===== config.mk =====
export PLATFORM = sky130hd
export DESIGN_NAME = fetch_unit
export DESIGN_NICKNAME = d
export VERILOG_FILES = /design/src/rtl/fetch_pkg.sv /design/src/rtl/ir_reg.sv /design/src/rtl/fetch_unit.sv
export SDC_FILE = /design/constraint.sdc
export NUM_CORES = 1
export LEC_CHECK = 0
export CAP_MARGIN = 25
export CORE_MARGIN = 4
export CORE_UTILIZATION = 45
export DETAILED_ROUTE_END_ITERATION = 10
export GPL_TIMING_DRIVEN = 0
export PLACE_DENSITY_LB_ADDON = 0.05
export SYNTH_ARGS = -nofsm -noshare
export SYNTH_HDL_FRONTEND = slang
export SYNTH_SLANG_ARGS = --single-unit

===== constraint.sdc =====
create_clock -name clk -period 4.19 [get_ports clk]
set_input_delay 0.6285 -clock clk [delete_from_list [all_inputs] [get_ports clk]]
set_output_delay 0.6285 -clock clk [all_outputs]
set_load 0.01 [all_outputs]

===== src/rtl/fetch_pkg.sv =====
// Shared types and constants for the instruction fetch unit.
package fetch_pkg;

  localparam int          INST_W         = 16;
  localparam logic [15:0] FETCH_RESET_PC = 16'h0000;

  typedef enum logic [1:0] {
    S_ISSUE = 2'd0,
    S_WAIT  = 2'd1,
    S_HOLD  = 2'd2
  } fetch_state_e;

endpackage


===== src/rtl/ir_reg.sv =====
// Instruction/PC holding register; captures a new word only on load.
module ir_reg
  import fetch_pkg::*;
(
  input  logic              clk,
  input  logic              rst,
  input  logic              load,
  input  logic [INST_W-1:0] d_inst,
  input  logic [15:0]       d_pc,
  output logic [INST_W-1:0] inst,
  output logic [15:0]       inst_pc
);

  always_ff @(posedge clk or negedge rst) begin
    if (!rst) begin
      inst    <= '0;
      inst_pc <= '0;
    end else if (load) begin
      inst    <= d_inst;
      inst_pc <= d_pc;
    end
  end

endmodule


===== src/rtl/fetch_unit.sv =====
// Three-state fetch sequencer in front of a 1-cycle synchronous BRAM.
module fetch_unit
  import fetch_pkg::*;
#(
  parameter logic [15:0] RESET_PC = FETCH_RESET_PC,
  parameter int          MEM_AW   = 10
) (
  input  logic              clk,
  input  logic              rst,
  output logic [MEM_AW-1:0] mem_addr,
  input  logic [INST_W-1:0] mem_rdata,
  output logic [INST_W-1:0] inst,
  output logic [15:0]       inst_pc,
  output logic              inst_valid,
  input  logic              inst_ready,
  input  logic              redirect,
  input  logic [15:0]       redirect_pc,
  output fetch_state_e      dbg_state
);

  // Handshake: an instruction transfers on a rising edge where inst_valid and
  // inst_ready are both 1; inst/inst_pc stay stable while valid and not ready.

  fetch_state_e state;
  logic [15:0]  pc;
  logic         ir_load;

  assign mem_addr   = pc[MEM_AW-1:0];
  assign inst_valid = (state == S_HOLD);
  assign dbg_state  = state;

  // A redirect in S_WAIT must not capture the stale word for the old pc.
  assign ir_load = (state == S_WAIT) && !redirect;

  always_ff @(posedge clk or negedge rst) begin
    if (!rst) begin
      pc    <= RESET_PC;
      state <= S_ISSUE;
    end else if (redirect) begin
      pc    <= redirect_pc;
      state <= S_ISSUE;
    end else begin
      case (state)
        S_ISSUE: state <= S_WAIT;
        S_WAIT:  state <= S_HOLD;
        S_HOLD: begin
          if (inst_ready) begin
            pc    <= pc + 16'd1;
            state <= S_ISSUE;
          end
        end
        default: state <= S_ISSUE;
      endcase
    end
  end

  ir_reg u_ir_reg (
    .clk     (clk),
    .rst     (rst),
    .load    (ir_load),
    .d_inst  (mem_rdata),
    .d_pc    (pc),
    .inst    (inst),
    .inst_pc (inst_pc)
  );

endmodule

==> Yosys cells after proc, flatten, opt, wreduce, memory -nomap -nowiden <==
Index checks and enable logic that the tools add are counted.
{ "totals": {"rom_bits": 0, "n_memories": 0, "input_bits": 36, "wordCells": 20, "ff_bits": 50, "out_inout_bits": 45, "latchBits": 0, "mem_bits_rw": 0} }
{ "classes": {"reduce_logical": 6, "n_mul": 0, "magnitude_cmp": 0, "muxes": 6, "add_sub_neg": 1, "div_mod_pow": 0, "bitwise": 0, "shift": 0, "eq_ne": 3} }
{ "op_table": {"columns": ["op", "count"], "rows": [
  ["2-to-1 mux 16 bit", 3],
  ["adder 16 x 1 -> 16 bit, second input constant", 1],
  ["case mux 2 bit (3 select lines)", 1],
  ["2-to-1 mux 2 bit", 2],
  ["nonzero test 2 bit", 2],
  ["!= test 3 x 1 -> 1 bit, second input constant", 1],
  ["equality test 2 x 1 -> 1 bit, second input constant", 1],
  ["equality test 2 bit, second input constant", 1],
  ["logical NOT 2 bit", 1],
  ["AND reduction 2 bit", 1],
  ["logical AND 1 bit", 1],
  ["logical NOT 1 bit", 1]
]} }

==> Logic depth before layout (Yosys ltp) <==
{ "depth": {"word_depth": 4, "depth_mapped": 5, "ltp_nobuf": 5} }

==> Modules after synthesis <==
Synthesis repeated with hierarchy kept, for this count alone.
{ "unflattened": {"hier_cells": 188, "area_unflattened_um2": 2436.1} }
{ "by_module_without_submodules": {"columns": ["module", "seq_area_each_um2", "cells_per_inst", "instances", "area_per_inst_um2"], "rows": [
  ["ir_reg", 800.8, 68, 1, 1345.0],
  ["fetch_unit", 450.4, 120, 1, 1091.0]
]} }

==> Worst setup path before layout <==
No wires, ideal clock.
{ "synth_timing": {"kind": "input-to-reg", "from": "input port inst_ready", "to": "register pc[9]", "arrival_time_ns": 1.619, "slack_ns": 2.445, "t_required_ns": 4.064, "setup_time_ns": 0.126, "n_path_buf": 0, "path_stages": 3, "cell_sequence": "nand4_2 -> or4_1 -> a221o_1"} }
{ "synth_via": {"elab_chain_cells": 2} }
{ "synth_rtl": {"columns": ["item", "line", "rtl"], "rows": [
  ["start, declared", "fetch_unit.sv:15", "input logic inst_ready,"],
  ["nonzero test 2 bit (no source line)", null, null],
  ["AND reduction 2 bit (no source line)", null, null],
  ["end signal, assigned", "fetch_unit.sv:40", "pc <= redirect_pc;"],
  ["end signal, assigned", "fetch_unit.sv:48", "pc <= pc + 16'd1;"],
  ["end, declared", "fetch_unit.sv:25", "logic [15:0] pc;"]
]} }
Every way passes these cells.
A chain may end at the register's enable or synchronous reset.

==> Worst setup path in the final report <==
{ "layout_timing": {"from": "register state[0], in the netlist dbg_state[0]", "to": "output port inst_valid"} }
{ "layout_via": {"elab_chain_cells": 1} }
{ "layout_rtl": {"columns": ["item", "line", "rtl"], "rows": [
  ["start, declared", "fetch_unit.sv:24", "fetch_state_e state;"],
  ["start signal, assigned", "fetch_unit.sv:38", "state <= S_ISSUE;"],
  ["start signal, assigned", "fetch_unit.sv:41", "state <= S_ISSUE;"],
  ["start signal, assigned", "fetch_unit.sv:44", "S_ISSUE: state <= S_WAIT;"],
  ["equality test 2 bit", "fetch_unit.sv:29", "assign inst_valid = (state == S_HOLD);"],
  ["end, declared", "fetch_unit.sv:14", "output logic inst_valid,"]
]} }
Every way passes these cells.

==> impl_metrics.toml <==
[status]
status = "finished, final reports clean"

[worst_setup_path]
cp-end-kind = "output pin"
path_max_fanout = 7
cp_slowest_cell = "clkdlybuf4s50_1"
path_class = "flip-flop to output pin"
cp_num_buf_inv = 2
cp-start-kind = "flip-flop"
crit_family = "buffers and inverters"
crit_required_ps = 3560
cp.arrival_ps = 1700
crit_path_max_incr_delay_ps = 540
worstPathCellList = "nand2b_1 -> inv_1 -> clkdlybuf4s50_1"

[synthesis]
synth_cells = 188
mappedNetlistArea_um2 = 2260
synth_nets = 225
synth_seq_area_share_pct = 55.4
yosys_warnings = 0
synthArstFlopShare_pct = 100
synth_ff_type = "dfrtp_1"
ys_ff_latch = 50
synth_edf_count = 0
ys_types = 31
avgSynthCellArea_um2 = 12.0

[global_routing]
overflow = 0
antenna_found_initial = 0
grt_max_degree = 28
grt_pass1_wl_um = 8420
grt_pass1_vias = 1752
grt_usage_pct = 17.1

[detailed_routing]
via_count = 1746
wirelength_um = 5050
drt_iter0_drc = 50
wl_per_cell_um = 14.7
firstDrtPassIters = 4
remaining_drc_errors = 0
drtAntennaViolNets = 0
viasPerCell = 5.08

[place]
gp_congestion = 0.700
io_buffers = 80
place_area_um2 = 3160
dp_hpwl_um = 3690
placed_cells = 336

[floorplan]
ios = 81
die_area_um2 = 6210
coreArea_um2 = 4790
row_count = 25
die_w_um = 78.8
floorplan.initialDensity_pct = 47.2
die_h_um = 78.8

[clock_tree]
ctsHoldBuffers = 0
cts_tree = "yes"
clk_path_buf_depth = 2
clockRootBuffer = "clkbuf_8"
clk_pin_slew_ps = 80
cts_resized = 0
cts_buffers = 5
htreeDepth = 2
postCtsSetupRepairBufs = 0
clock_sinks = 50
insertion_delay_ps = 300

[cells_and_area]
finalInstanceArea_um2 = 3270
utilization_pct = 68.3
drive_gt1_share_pct = 20.6
n_fill_cell = 376
nNetsFinal = 313
layout.cells.non_filler = 344
antenna_cells = 0
layout_common_cells = "clkdlybuf4s50_1, dfrtp_1, mux2_2, nand2_1, o21ai_0"
final_common_cell = "clkdlybuf4s50_1"
multiInputGateArea_um2 = 888
syn_to_final_growth_pct = 44.7
seqCellArea_um2 = 1250

[timing]
clock.fmax_mhz = 429
fin_skew_ps = 7.31
final-setup-viol-count = 0
fin_crit_sh_pct = 55.6
tns_ps = 0
max_slew_margin_pct = 61.6
final.min_clock_period_ps = 2330
hold_viol = 0
slew_viol_final = 0
tightest_slew_ps = 575
rsz0062_at_grt = "no"

[pwr]
p_leak_nw = 1.36
vdd_drop_max_uv = 267
power_density_nw_per_um2 = 456
p_total_mw = 1.49

[hold_path]
hp-class = "input pin to async pin"

[flow_run]
cap_violations = 0
-- cells in the mapped netlist, types with 4 or more instances --
cell type | number | area (um^2)
nor3_1 | 6 | 30.0
xor2_1 | 4 | 35.0
nand2_1 | 18 | 67.6
mux2_2 | 31 | 349
buf_4 | 10 | 75.1
buf_2 | 4 | 20.0
o21ai_0 | 13 | 65.1
dfrtp_1 | 50 | 1250
nand4_1 | 6 | 37.5
xnor2_1 | 5 | 43.8
nor2b_1 | 4 | 25.0
nor2_1 | 5 | 18.8
-- cell type report --
| type | count | share of cell area [%] |
|---|---|---|
| clock buffer | 6 | 2.22 |
| inverter | 3 | 0.345 |
| timing repair buffer | 81 | 25.0 |
| buffer | 17 | 3.26 |
| sequential | 50 | 38.3 |
| clock inverter | 2 | 1.15 |
| tap | 67 | 2.57 |
| multi-input combinational | 118 | 27.2 |
-- kinds of logic after synthesis --
logic type                 synth area share (%)
DFF                                        55.4
and+or+nand+nor                            13.2
AOI/OAI and AO/OA                          4.77
adders and majority gates                 0.554
muxes                                      17.3
buffers and inverters                      5.21
xor gates and xnor gates                   3.49
-- final timing paths --
kind	start	slack, ps	cells after the start	to
worst max-delay path	dbg_state[0]	1860	3	inst_valid
worst min-delay path	rst	320	1	u_ir_reg.inst_pc[0]
worst max register to register	pc[0]	2270	5	pc[12]
worst min register to register	u_ir_reg.inst_pc[3]	490	1	u_ir_reg.inst_pc[3]
max in group asynchronous	rst	3350	2	u_ir_reg.inst_pc[7]
min in group clk	u_ir_reg.inst_pc[3]	490	1	u_ir_reg.inst_pc[3]
-- metal layers --
layer  track usage [%]  vias to the layer above  share of wire (%)
li1                  -                      829                  -
met1              22.8                      854                 44
met2              27.2                       56                 48
met3              5.10                        7                6.6
met4              4.81                        0                1.3
met5                 0                        -                  0
-- stage by stage --
step	setup slack, ps	hold WS, ps
after floorplan	2450	333
after global placement	985	469
after detailed placement	1600	475
after CTS	1860	327
after global routing	1740	347
final	1860	315
-- power breakdown --
part	switching (mW)	leakage [nW]	internal [mW]
Sequential	0.0729	0.597	0.596
Combinational	0.168	0.709	0.316
Clock	0.160	0.0514	0.178
Total	0.401	1.36	1.09
-- sequential cells by signal, summed over array words and instances, names as in the netlist --
register          count
u_ir_reg.inst        16
dbg_state             2
u_ir_reg.inst_pc     16
pc                   16
(Power assumes the default switching activity.)
